**src/rtl/cave_mem_pkg.sv**
```systemverilog
// Shared types and helpers for the Cave cache entry memories.
// The lane merge is bit-granular, so one helper serves any DATA_WIDTH / MASK_WIDTH pairing.
package cave_mem_pkg;

    typedef enum logic {
        CLEAR = 1'b0,
        READY = 1'b1
    } mem_state_t;

    // Widest write mask any instance may use; narrower masks are zero-extended by the caller.
    localparam int unsigned MAX_MASK_WIDTH = 256;

    // Result bit bit_idx of merging new over old, where each mask bit covers lane consecutive bits.
    function automatic logic lane_merge(
        input logic                      old_bit,
        input logic                      new_bit,
        input logic [MAX_MASK_WIDTH-1:0] mask,
        input int unsigned               bit_idx,
        input int unsigned               lane
    );
        return mask[bit_idx / lane] ? new_bit : old_bit;
    endfunction

endpackage

```
**src/rtl/mem_clear_seq.sv**
```systemverilog
// Post-reset clear sequencer: walks every entry once, then hands the write port to the user.
module mem_clear_seq
    import cave_mem_pkg::*;
#(
    parameter int ADDR_WIDTH = 2
) (
    input  logic                  clock,
    input  logic                  reset,
    output logic                  busy,
    output logic                  clr_we,
    output logic [ADDR_WIDTH-1:0] clr_addr
);

    localparam logic [ADDR_WIDTH-1:0] LAST_ENTRY = '1;

    mem_state_t            state_reg, state_next;
    logic [ADDR_WIDTH-1:0] cnt_reg, cnt_next;

    always_ff @(posedge clock) begin
        if (reset) begin
            state_reg <= CLEAR;
            cnt_reg   <= '0;
        end else begin
            state_reg <= state_next;
            cnt_reg   <= cnt_next;
        end
    end

    always_comb begin
        state_next = state_reg;
        cnt_next   = cnt_reg;
        clr_we     = 1'b0;
        busy       = reset;
        case (state_reg)
            CLEAR: begin
                busy   = 1'b1;
                clr_we = !reset;
                // Stop on the last entry instead of wrapping the counter.
                if (cnt_reg == LAST_ENTRY) begin
                    state_next = READY;
                end else begin
                    cnt_next = cnt_reg + ADDR_WIDTH'(1);
                end
            end
            READY: begin
                state_next = READY;
            end
            default: begin
                state_next = CLEAR;
            end
        endcase
    end

    assign clr_addr = cnt_reg;

endmodule

```
**src/rtl/cache_entry_ram.sv**
```systemverilog
// Simple dual-port cache entry RAM with lane write masks, optional same-address
// read forwarding and a self-clearing sequence after every reset.
module cache_entry_ram
    import cave_mem_pkg::*;
#(
    parameter int                    ADDR_WIDTH  = 2,
    parameter int                    DATA_WIDTH  = 87,
    parameter int                    MASK_WIDTH  = 1,
    parameter int                    BYPASS      = 1,
    parameter logic [DATA_WIDTH-1:0] CLEAR_VALUE = '0
) (
    input  logic                  clock,
    input  logic                  reset,
    input  logic [ADDR_WIDTH-1:0] rd_addr,
    input  logic                  rd_en,
    output logic [DATA_WIDTH-1:0] rd_data,
    output logic                  rd_valid,
    input  logic [ADDR_WIDTH-1:0] wr_addr,
    input  logic                  wr_en,
    input  logic [MASK_WIDTH-1:0] wr_mask,
    input  logic [DATA_WIDTH-1:0] wr_data,
    output logic                  busy
);

    localparam int          DEPTH = 2 ** ADDR_WIDTH;
    localparam int unsigned LANE  = DATA_WIDTH / MASK_WIDTH;

    logic [DATA_WIDTH-1:0] mem [DEPTH];

    logic                  clr_we;
    logic [ADDR_WIDTH-1:0] clr_addr;

    mem_clear_seq #(
        .ADDR_WIDTH (ADDR_WIDTH)
    ) u_clear_seq (
        .clock    (clock),
        .reset    (reset),
        .busy     (busy),
        .clr_we   (clr_we),
        .clr_addr (clr_addr)
    );

    // busy already covers reset, so nothing from the user port lands while clearing.
    logic user_wr;
    logic user_rd;
    assign user_wr = wr_en && !busy;
    assign user_rd = rd_en && !busy;

    logic                  we;
    logic [ADDR_WIDTH-1:0] waddr;
    logic [MASK_WIDTH-1:0] wmask;
    logic [DATA_WIDTH-1:0] wdata;

    always_comb begin
        we    = user_wr;
        waddr = wr_addr;
        wmask = wr_mask;
        wdata = wr_data;
        if (clr_we) begin
            we    = 1'b1;
            waddr = clr_addr;
            wmask = '1;
            wdata = CLEAR_VALUE;
        end
    end

    always_ff @(posedge clock) begin
        if (we) begin
            for (int i = 0; i < MASK_WIDTH; i++) begin
                if (wmask[i]) begin
                    mem[waddr][i*LANE +: LANE] <= wdata[i*LANE +: LANE];
                end
            end
        end
    end

    logic [DATA_WIDTH-1:0] read_word;

    generate
        if (BYPASS != 0) begin : g_bypass
            logic [DATA_WIDTH-1:0] stored_word;
            logic [DATA_WIDTH-1:0] fwd_word;
            logic                  collide;

            assign stored_word = mem[rd_addr];
            assign collide     = user_wr && (wr_addr == rd_addr);

            for (genvar gi = 0; gi < DATA_WIDTH; gi++) begin : g_bit
                assign fwd_word[gi] = lane_merge(stored_word[gi], wr_data[gi],
                                                 MAX_MASK_WIDTH'(wr_mask), gi, LANE);
            end

            assign read_word = collide ? fwd_word : stored_word;
        end else begin : g_no_bypass
            assign read_word = mem[rd_addr];
        end
    endgenerate

    always_ff @(posedge clock) begin
        if (reset) begin
            rd_data  <= '0;
            rd_valid <= 1'b0;
        end else begin
            rd_valid <= user_rd;
            if (user_rd) begin
                rd_data <= read_word;
            end
        end
    end

endmodule

```
**config.mk**
```make
export PLATFORM = sky130hd
export DESIGN_NAME = cache_entry_ram
export DESIGN_NICKNAME = d
export VERILOG_FILES = /design/src/rtl/cave_mem_pkg.sv /design/src/rtl/mem_clear_seq.sv /design/src/rtl/cache_entry_ram.sv
export SDC_FILE = /design/constraint.sdc
export NUM_CORES = 1
export LEC_CHECK = 0
export CAP_MARGIN = 20
export CORE_MARGIN = 2
export CORE_UTILIZATION = 45
export DETAILED_ROUTE_END_ITERATION = 12
export DONT_BUFFER_PORTS = 1
export PLACE_DENSITY = 0.67
export SYNTH_ARGS = -nofsm -noshare
export SYNTH_HDL_FRONTEND = slang
export SYNTH_HIERARCHICAL = 1
export SYNTH_SLANG_ARGS = --single-unit
export TNS_END_PERCENT = 50
```
**constraint.sdc**
```tcl
create_clock -name clock -period 12.6 [get_ports clock]
set_input_delay 1.26 -clock clock [delete_from_list [all_inputs] [get_ports clock]]
set_output_delay 1.26 -clock clock [all_outputs]
set_load 0.05 [all_outputs]
```
==> results of run 1 <==
## tightest hold or removal path, cell delays in order (launching register included)
cell and delay [ps]:
dfxtp_1 360, o21ai_0 90, a21oi_1 60
## through the flow
stage,instance area [µm²],power [µW],instances,hold slack (ps)
2_1_floorplan,17870,2229,1106,486.4
3_3_place_gp,18280,2315,1527,547.0
3_5_place_dp,18280,2333,1527,559.9
4_1_cts,19730,3638,1610,565.2
5_1_grt,19750,3740,1611,603.3
6_report,19750,3605,1611,563.4
## logic make-up (layout without fill, tap and decap cells)
family,count (synthesis),after routing,share of synthesized area (%)
AND/OR/NAND/NOR,192,192,6.681
XOR/XNOR,4,4,0.2802
AO/OA/AOI/OAI,269,269,10.62
flip-flops,439,439,68.68
adder cells (fa/ha/maj),1,1,0.07002
buffers and inverters,114,101,2.703
multiplexers,87,87,10.97
## worst max path at each step
stage | startpoint | to | slack [ps]
floorplan | reset | mem[1][0] | 2870
finish | reset | mem[0][25] | 8360
CTS | reset | mem[2][62] | 8420
global route | reset | mem[0][29] | 8190
detailed placement | reset | mem[0][25] | 7840
global placement | reset | mem[0][22] | 7850
## where the power goes
part | total, µW | internal (µW) | switching, µW
logic | 398 | 137 | 261
registers | 1900 | 1800 | 100
clock network | 1310 | 770 | 540
total | 3610 | 2700 | 901
## final cells by class
cell class,instances,area [µm²]
fill,3228,19170
clock buffer,54,1180
sequential,439,12270
tap,518,648.1
clock inverter,29,272.8
multi-input combinational,553,5229
timing repair buffer,18,147.6
## routing by layer
metal | vias up | global-route usage [%] | wire (µm)
li1 | 4431 | - | -
met1 | 5146 | 28.51 | 17650
met2 | 421 | 31.91 | 19990
met3 | 67 | 4.538 | 3612
met4 | 0 | 5.188 | 757
met5 | - | 0 | 0
## cells in the mapped netlist, types with 2 or more instances
master	number
a21oi_1	2
a31oi_1	87
buf_1	5
buf_2	23
buf_4	5
clkbuf_1	80
dfxtp_1	91
edfxtp_1	348
mux4_2	87
nand2_1	2
nand3_1	2
nand3b_1	3
nand4_1	87
nor2_1	4
nor2b_1	89
o21ai_0	2
o21ai_1	2
o21bai_1	87
o31ai_1	87
==> summary.md, run 1 <==
| Metric | Value |
|---|---|
| WL per Instance | 26.07 µm |
| Via Count | 10.07k |
| Sequential share of the synthesized area | 68.68% |
| Chip width | 203.3 µm |
| Post-DRT Antenna Nets | 0 |
| RSZ-0062 raised after global routing | no |
| Setup tns final | 0 ps |
| Clk_skew | 23.05 ps |
| Setup crit end kind | flip-flop |
| Initial DRC count | 888 |
| Syn-to-layout area delta | 10.53% |
| Endpoint, Worst Hold | u_clear_seq/clr_addr[0] |
| Synth Flop Type | edfxtp_1 |
| Top area cells in the synthesized netlist | edfxtp_1 58%, mux4_2 11%, dfxtp_1 10% |
| CP cell instances | or2b_1 -> nand3b_1 -> nor4_1 -> a21o_4 -> buf_4 |
| Crit-path max FO | 93 |
| Leak pwr | 0.006464 µW |
| Pins Over Slew Limit | 0 |
| Post-synth EDFFs | 348 |
| Count of buffers from port buffering | 0 |
| Crit share post-route | 33.67% |
| DP HPWL | 22,700 µm |
| Max clock buf depth | 3 |
| Synth async-reset ratio | 0% |
| Clock Latency Late Sink | 550 ps |
| Synth unique cells | 32 |
| Initial Util | 45.91% |
| Most common cell after layout, fill and taps aside | edfxtp_1 |
| Status | completed |
| Rel. slew slack | 22.33% |
| Worst slack at placement | 7839 ps |
| VDD IR max | 0.09152 mV |
| Vias per std cell | 6.248 |
| MaxCap Viol Count | 0 |
| R2R setup slack | 8600 ps |
| CP Launch Type | input pin |
| Layout cells sized above 1 | 16.65% |
| Syn Nets | 1,203 |
| Most frequent cells in the layout | 348 x edfxtp_1, 91 x dfxtp_1, 88 x nor2b_1 |
| Synth area leader | edfxtp_1 |
| Cell row count | 72 |
| Final Wtd Congestion | 0.7332 |
| Final worst slack | 8357 ps |
| DR DRC count | 0 |
| Post-cts hold buffer count | 0 |
| Antenna violations before repair | 1 |
| Clock sinks | 439 |
| FMAX | 235.7 MHz |
| Worst path slowest cell | nand3b_1 |
| First-pass GRT wire length | 63,130 µm |
| Worst R2R Start | u_clear_seq/state_reg |
| Critical Path Stages | 5 |
| CTS tree | yes |
| Mean area per synthesized cell | 16.15 µm² |
| Syn Inst Count | 1,106 |
| Top cell type's share of synthesized area | 58.49% |
| Reg2Reg Capture Point | mem[0][25] |
| CP peak stage delay | 810 ps |
| Placeable Area | 38,920 µm² |
| Worst Max-Slew Pin Slew | 1165 ps |
| Chip height | 203.3 µm |
| # IOs | 185 |
| Final wirelength | 42,010 µm |
| WP buf/inv | 1 |
| Worst EP arrival | 4410 ps |
| Max reg flops | 348 |
| GRT Resource Usage Total | 20.18% |
| Yosys reg bits | 439 |
| FF-to-FF path depth | 5 |
| Yosys warnings | 6 |
| Nets | 1,154 |
| Final hold vios | 0 |
| Vias in the first global route | 9,953 |
| Diode count | 0 |
| Crit Path Class | in2reg |
| Total CTS buffers | 45 |
| Hold depth | 2 |
| Pre-antenna DRT Iters | 6 |
| Die area | 41,310 µm² |
| Root Driver | clkbuf_16 |
| Grt total ovfl | 0 |
| Clk pin slew, worst setup/hold paths | 60 ps |
| Final setup vio count | 0 |
| H-tree Lvls | 2 |
| HP Class | reg2reg |
| Largest net degree at the start of global routing | 116 |
| Post-cts gate resize count | 0 |
| HP Start | u_clear_seq/clr_addr[0] |
| Final core occ | 50.75% |
| Syn Std Cell Area | 17,870 µm² |
| Pwr dens | 182.5 nW/µm² |
| Shortest period the worst path allows | 4243 ps |
| Critical path's top delay family | simple AND/OR/NAND/NOR gates |
| Critical Path RT | 12,760 ps |
| Post-CTS setup buffers | 0 |
| Biggest register | mem |
Note: power is estimated with default switching activity, not from simulation.
==> inputs of run 2 (changes only) <==
Settings changed: PLACE_DENSITY 0.67 to 0.69.
Clock period 12.6 ns to 3.6 ns, I/O delays scaled along.
==> summary.md, run 2 (synthesized netlist as in run 1, its figures left out) <==
| Metric | Value |
|---|---|
| Antenna violations before repair | 3 |
| First-pass GRT wire length | 64,990 µm |
| FMAX | 397.7 MHz |
| DR DRC count | 0 |
| CP Launch Type | flip-flop |
| CP cell instances | or2b_4 -> nand3b_1 -> buf_4 -> o31ai_1 -> a31oi_1 |
| Clk pin slew, worst setup/hold paths | 60 ps |
| Nets | 1,246 |
| Internal Pwr Total | 9497 µW |
| Most common cell after layout, fill and taps aside | edfxtp_1 |
| Grt total ovfl | 0 |
| # IOs | 185 |
| Layout fillers | 3,141 |
| Pwr dens | 609.7 nW/µm² |
| Clk pwr share | 35.2% |
| Placeable Area | 38,920 µm² |
| Post-DRT Antenna Nets | 0 |
| Biggest register | mem |
| Die area | 41,310 µm² |
| Critical path's top delay family | compound AO/OA/AOI/OAI gates |
| Critical Path RT | 3970 ps |
| Root Driver | clkbuf_16 |
| Sequential share of power | 52.4% |
| Post-DP Area | 18,410 µm² |
| Clock Latency Late Sink | 530 ps |
| Clock sinks | 439 |
| Count of buffers from port buffering | 0 |
| Initial DRC count | 922 |
| Rel. slew slack | 24.82% |
| Vias per std cell | 6.215 |
| Pre-antenna DRT Iters | 5 |
| Setup crit end kind | flip-flop |
| Pins Over Slew Limit | 0 |
| Total chip power | 12,650 µW |
| H-tree Lvls | 2 |
| Final wirelength | 43,140 µm |
| Layout cells sized above 1 | 15.81% |
| Worst path slowest cell | o31ai_1 |
| WL per Instance | 25.26 µm |
| Via Count | 10.62k |
| WP buf/inv | 1 |
| Largest net degree at the start of global routing | 176 |
| Worst EP arrival | 2890 ps |
| CTS tree | yes |
| VDD IR max | 0.5322 mV |
| Shortest period the worst path allows | 2514 ps |
| Syn-to-layout area delta | 16.11% |
| GRT Resource Usage Total | 20.71% |
| RSZ-0062 raised after global routing | no |
| Chip height | 203.3 µm |
| Crit share post-route | 69.84% |
| Net Sw Power | 3150 µW |
| Cell row count | 72 |
| Chip width | 203.3 µm |
| Worst Max-Slew Pin Slew | 1128 ps |
| Crit Path Class | reg2reg |
| HP Class | in2reg |
| Design area | 20,740 µm² |
| Status | completed |
| Final hold vios | 0 |
| Clk_skew | 11.42 ps |
| DP HPWL | 22,790 µm |
| Crit-path max FO | 87 |
| Vias in the first global route | 10.69k |
| Max clock buf depth | 3 |
| CP peak stage delay | 670 ps |
| Max reg flops | 348 |
| Sw frac | 24.91% |
| Initial Util | 45.91% |
| MaxCap Viol Count | 0 |
| Combinational cell fraction of total power | 12.3% |
| Final setup vio count | 0 |
| Total CTS buffers | 45 |
| Leak pwr | 0.006867 µW |
| Final Wtd Congestion | 0.7229 |
| Post-cts gate resize count | 0 |
| Most frequent cells in the layout | 348 x edfxtp_1, 90 x dfxtp_1, 88 x nor2b_1 |
run 2: timing repair:
item	in CTS	in global routing
hold buffers	88	0
setup endpoints to repair	0	0
buffers inserted	0	0
hold endpoints to repair	90	0
run 2: stage by stage:
stage | worst slack (ps) | hold slack, ps | TNS (ps) | std cells | util [%]
floorplan | -206.7 | 425.0 | -18850 | 1106 | -
global placement | 1180 | 454.8 | 0 | 1532 | 47.32
detailed placement | 1124 | 458.1 | 0 | 1532 | 47.32
CTS | 1107 | 1.516 | 0 | 1701 | 53.26
global route | 905.2 | 4.963 | 0 | 1702 | 53.27
finish | 1086 | 28.15 | 0 | 1708 | 53.31
run 2: worst paths after layout:
path	start	cells past startpoint	to	slack, ps
worst max-delay path	u_clear_seq/state_reg	5	rd_data[73]	1090
worst min-delay path	wr_data[5]	2	rd_data[5]	30
worst max register to register	u_clear_seq/state_reg	5	rd_data[73]	1090
worst min register to register	u_clear_seq/state_reg	2	u_clear_seq/state_reg	540
run 2: metal layers:
metal | wire [µm] | vias up | global-route usage (%)
met5 | 0 | - | 0
met4 | 738 | 0 | 4.953
li1 | - | 4620 | -
met3 | 3527 | 52 | 4.235
met1 | 17760 | 5514 | 28.42
met2 | 21110 | 429 | 34.15
run 2: power by group through the flow:
| stage | logic (µW) | registers, µW | clock network [µW] |
|---|---|---|---|
| floorplan | 1050 | 6710 | 0 |
| global placement | 1440 | 6700 | 0 |
| CTS | 1570 | 6640 | 4530 |
| global route | 1680 | 6680 | 4730 |
| detailed placement | 1480 | 6740 | 0 |
| finish | 1560 | 6630 | 4460 |
run 2: cell type report:
type	count	area, µm²	area share [%]
Multi-Input combinational cell	553	5240	25.26
Tap cell	518	648.1	3.124
Antenna cell	7	17.52	0.08444
Clock inverter	13	121.4	0.5850
Timing Repair Buffer	110	1151	5.549
Sequential cell	439	12270	59.16
Clock buffer	68	1294	6.236
run 2: worst reg2reg max path, delay by kind of cell, from the launching register on:
family / cells / cell delay [ps]
flops: 1 / 390
buf+inv: 1 / 480
simple gates: 2 / 600
compound gates: 2 / 880
==> inputs of run 3 (changes only) <==
Clock period 3.6 ns to 2.16 ns, I/O delays scaled along.
==> summary.md, run 3 (synthesized netlist as in run 1, its figures left out) <==
| Metric | Value |
|---|---|
| DRT met1 WL | 17,280 µm |
| Biggest register | mem |
| Crit-path max FO | 21 |
| Final Wtd Congestion | 0.7136 |
| WL per Instance | 24.60 µm |
| Syn-to-layout area delta | 18.33% |
| Sequential share of power | 50.6% |
| Max clock buf depth | 3 |
| Worst path slowest cell | and3b_4 |
| Sw frac | 25.00% |
| Setup crit end kind | flip-flop |
| Clk_skew | 18.47 ps |
| Net Sw Power | 5456 µW |
| Crit Path Class | reg2reg |
| WHS | 55.67 ps |
| Shortest period the worst path allows | 2010 ps |
| Vias per std cell | 6.129 |
| Final worst slack | 150.3 ps |
| Final setup vio count | 0 |
| Placeable Area | 38,920 µm² |
| Internal Pwr Total | 16,370 µW |
| CTS tree | yes |
| HP Class | in2reg |
| Initial DRC count | 822 |
| Pins Over Slew Limit | 0 |
| Leak pwr | 0.007047 µW |
| Layout fillers | 3,107 |
| Pwr dens | 1032 nW/µm² |
| Max Used Layer | met4 |
| Max reg flops | 348 |
| Clk pwr share | 36.5% |
| CP cell instances | or2b_4 -> and3b_4 -> nand2_4 -> o32ai_4 -> buf_12 -> buf_12 |
| First-pass GRT wire length | 64,770 µm |
| Initial Util | 45.91% |
| Antenna violations before repair | 1 |
| Hold depth | 2 |
| Final wirelength | 42,240 µm |
| FF-to-FF path depth | 6 |
| # IOs | 185 |
| Most frequent cells in the layout | 348 x edfxtp_1, 90 x dfxtp_1, 88 x nor2b_1, 88 x dlygate4sd3_1 |
| R2R setup slack | 150 ps |
| Post-DRT Antenna Nets | 0 |
| FMAX | 497.6 MHz |
| Endpoint, Worst Hold | mem[1][19] |
| Final core occ | 54.32% |
| Worst EP arrival | 2270 ps |
| Largest net degree at the start of global routing | 92 |
| Critical Path RT | 2420 ps |
| CP Launch Type | flip-flop |
| Layout cells sized above 1 | 17.03% |
| Chip width | 203.3 µm |
| Final hold vios | 0 |
| Worst R2R Start | u_clear_seq/state_reg |
| Clk pin slew, worst setup/hold paths | 60 ps |
| Post-CTS setup buffers | 0 |
| WP buf/inv | 2 |
| Vias in the first global route | 10.91k |
| CP peak stage delay | 340 ps |
| Cell mode on critical path | buf_12 |
| Clock Latency Late Sink | 570 ps |
| Clock sinks | 439 |
| Count of buffers from port buffering | 0 |
| DR WL met3 | 2909 µm |
| Worst slack at placement | 143.5 ps |
| Pre-antenna DRT Iters | 5 |
| Multi-input gate area | 5240 µm² |
| H-tree Lvls | 2 |
| RSZ-0062 raised after global routing | no |
| VDD IR max | 0.6916 mV |
| HP Start | wr_addr[1] |
| Root Driver | clkbuf_16 |
| Total CTS buffers | 46 |
| Rel. slew slack | 56.59% |
| Via Count | 10.52k |
| Worst Max-Slew Pin Slew | 650.3 ps |
| DR DRC count | 0 |
| Die area | 41,310 µm² |
| Total chip power | 21,820 µW |
| FF+latch area | 12,270 µm² |
| Crit share post-route | 93.04% |
| Nets | 1,258 |
| Grt total ovfl | 0 |
| DP HPWL | 22,760 µm |
| Reg2Reg Capture Point | mem[1][56] |
| GRT Resource Usage Total | 20.63% |
| Met2 WL | 21,190 µm |
| MaxCap Viol Count | 0 |
| Chip height | 203.3 µm |
| Combinational cell fraction of total power | 12.9% |
| Cell row count | 72 |
| Critical path's top delay family | simple AND/OR/NAND/NOR gates |
| Status | completed |
| Most common cell after layout, fill and taps aside | edfxtp_1 |
-- run 3: cell type report --
type                            instances  area share, %
Sequential cell                       439          58.05
Multi-Input combinational cell        553          24.79
Antenna cell                            1        0.01184
Clock buffer                           59          6.013
Tap cell                              518          3.066
Timing Repair Buffer                  121          6.812
Clock inverter                         26          1.261
-- run 3: through the flow --
step                setup TNS (ps)  area (µm²)  cells
floorplan                  -477890       17940   1106
global placement                 0       18690   1542
detailed placement               0       18690   1542
CTS                              0       21140   1716
global route                     0       21140   1716
finish                           0       21140   1717
-- run 3: routing by layer --
metal	vias to the layer above	global-route usage (%)
met5	-	0
met4	0	6.126
met3	66	3.995
met2	382	34.82
met1	5421	27.24
li1	4655	-
-- run 3: power by group through the flow --
| stage | registers, µW | logic (µW) | clock network [µW] |
|---|---|---|---|
| 2_1_floorplan | 11200 | 1750 | 0 |
| 3_3_place_gp | 11200 | 2590 | 0 |
| 3_5_place_dp | 11200 | 2650 | 0 |
| 4_1_cts | 11000 | 2850 | 8140 |
| 5_1_grt | 11100 | 3040 | 8460 |
| 6_report | 11000 | 2820 | 7970 |
-- run 3: worst max path at each step --
| stage | from | end | slack (ps) | cells past startpoint |
|---|---|---|---|---|
| floorplan | u_clear_seq/state_reg | mem[1][0] | -1650 | 6 |
| global placement | u_clear_seq/state_reg | mem[1][58] | 200 | 6 |
| detailed placement | u_clear_seq/state_reg | rd_data[34] | 140 | 5 |
| CTS | u_clear_seq/state_reg | rd_data[34] | 90 | 5 |
| global route | u_clear_seq/state_reg | mem[1][60] | 90 | 6 |
| finish | u_clear_seq/state_reg | mem[1][56] | 150 | 6 |
-- run 3: repair_timing --
item / in CTS / in global routing
hold buffers: 89 / 0
gates resized for setup: 0 / 1
endpoints found under the hold margin: 439 / 0
setup endpoints to repair: 0 / 4
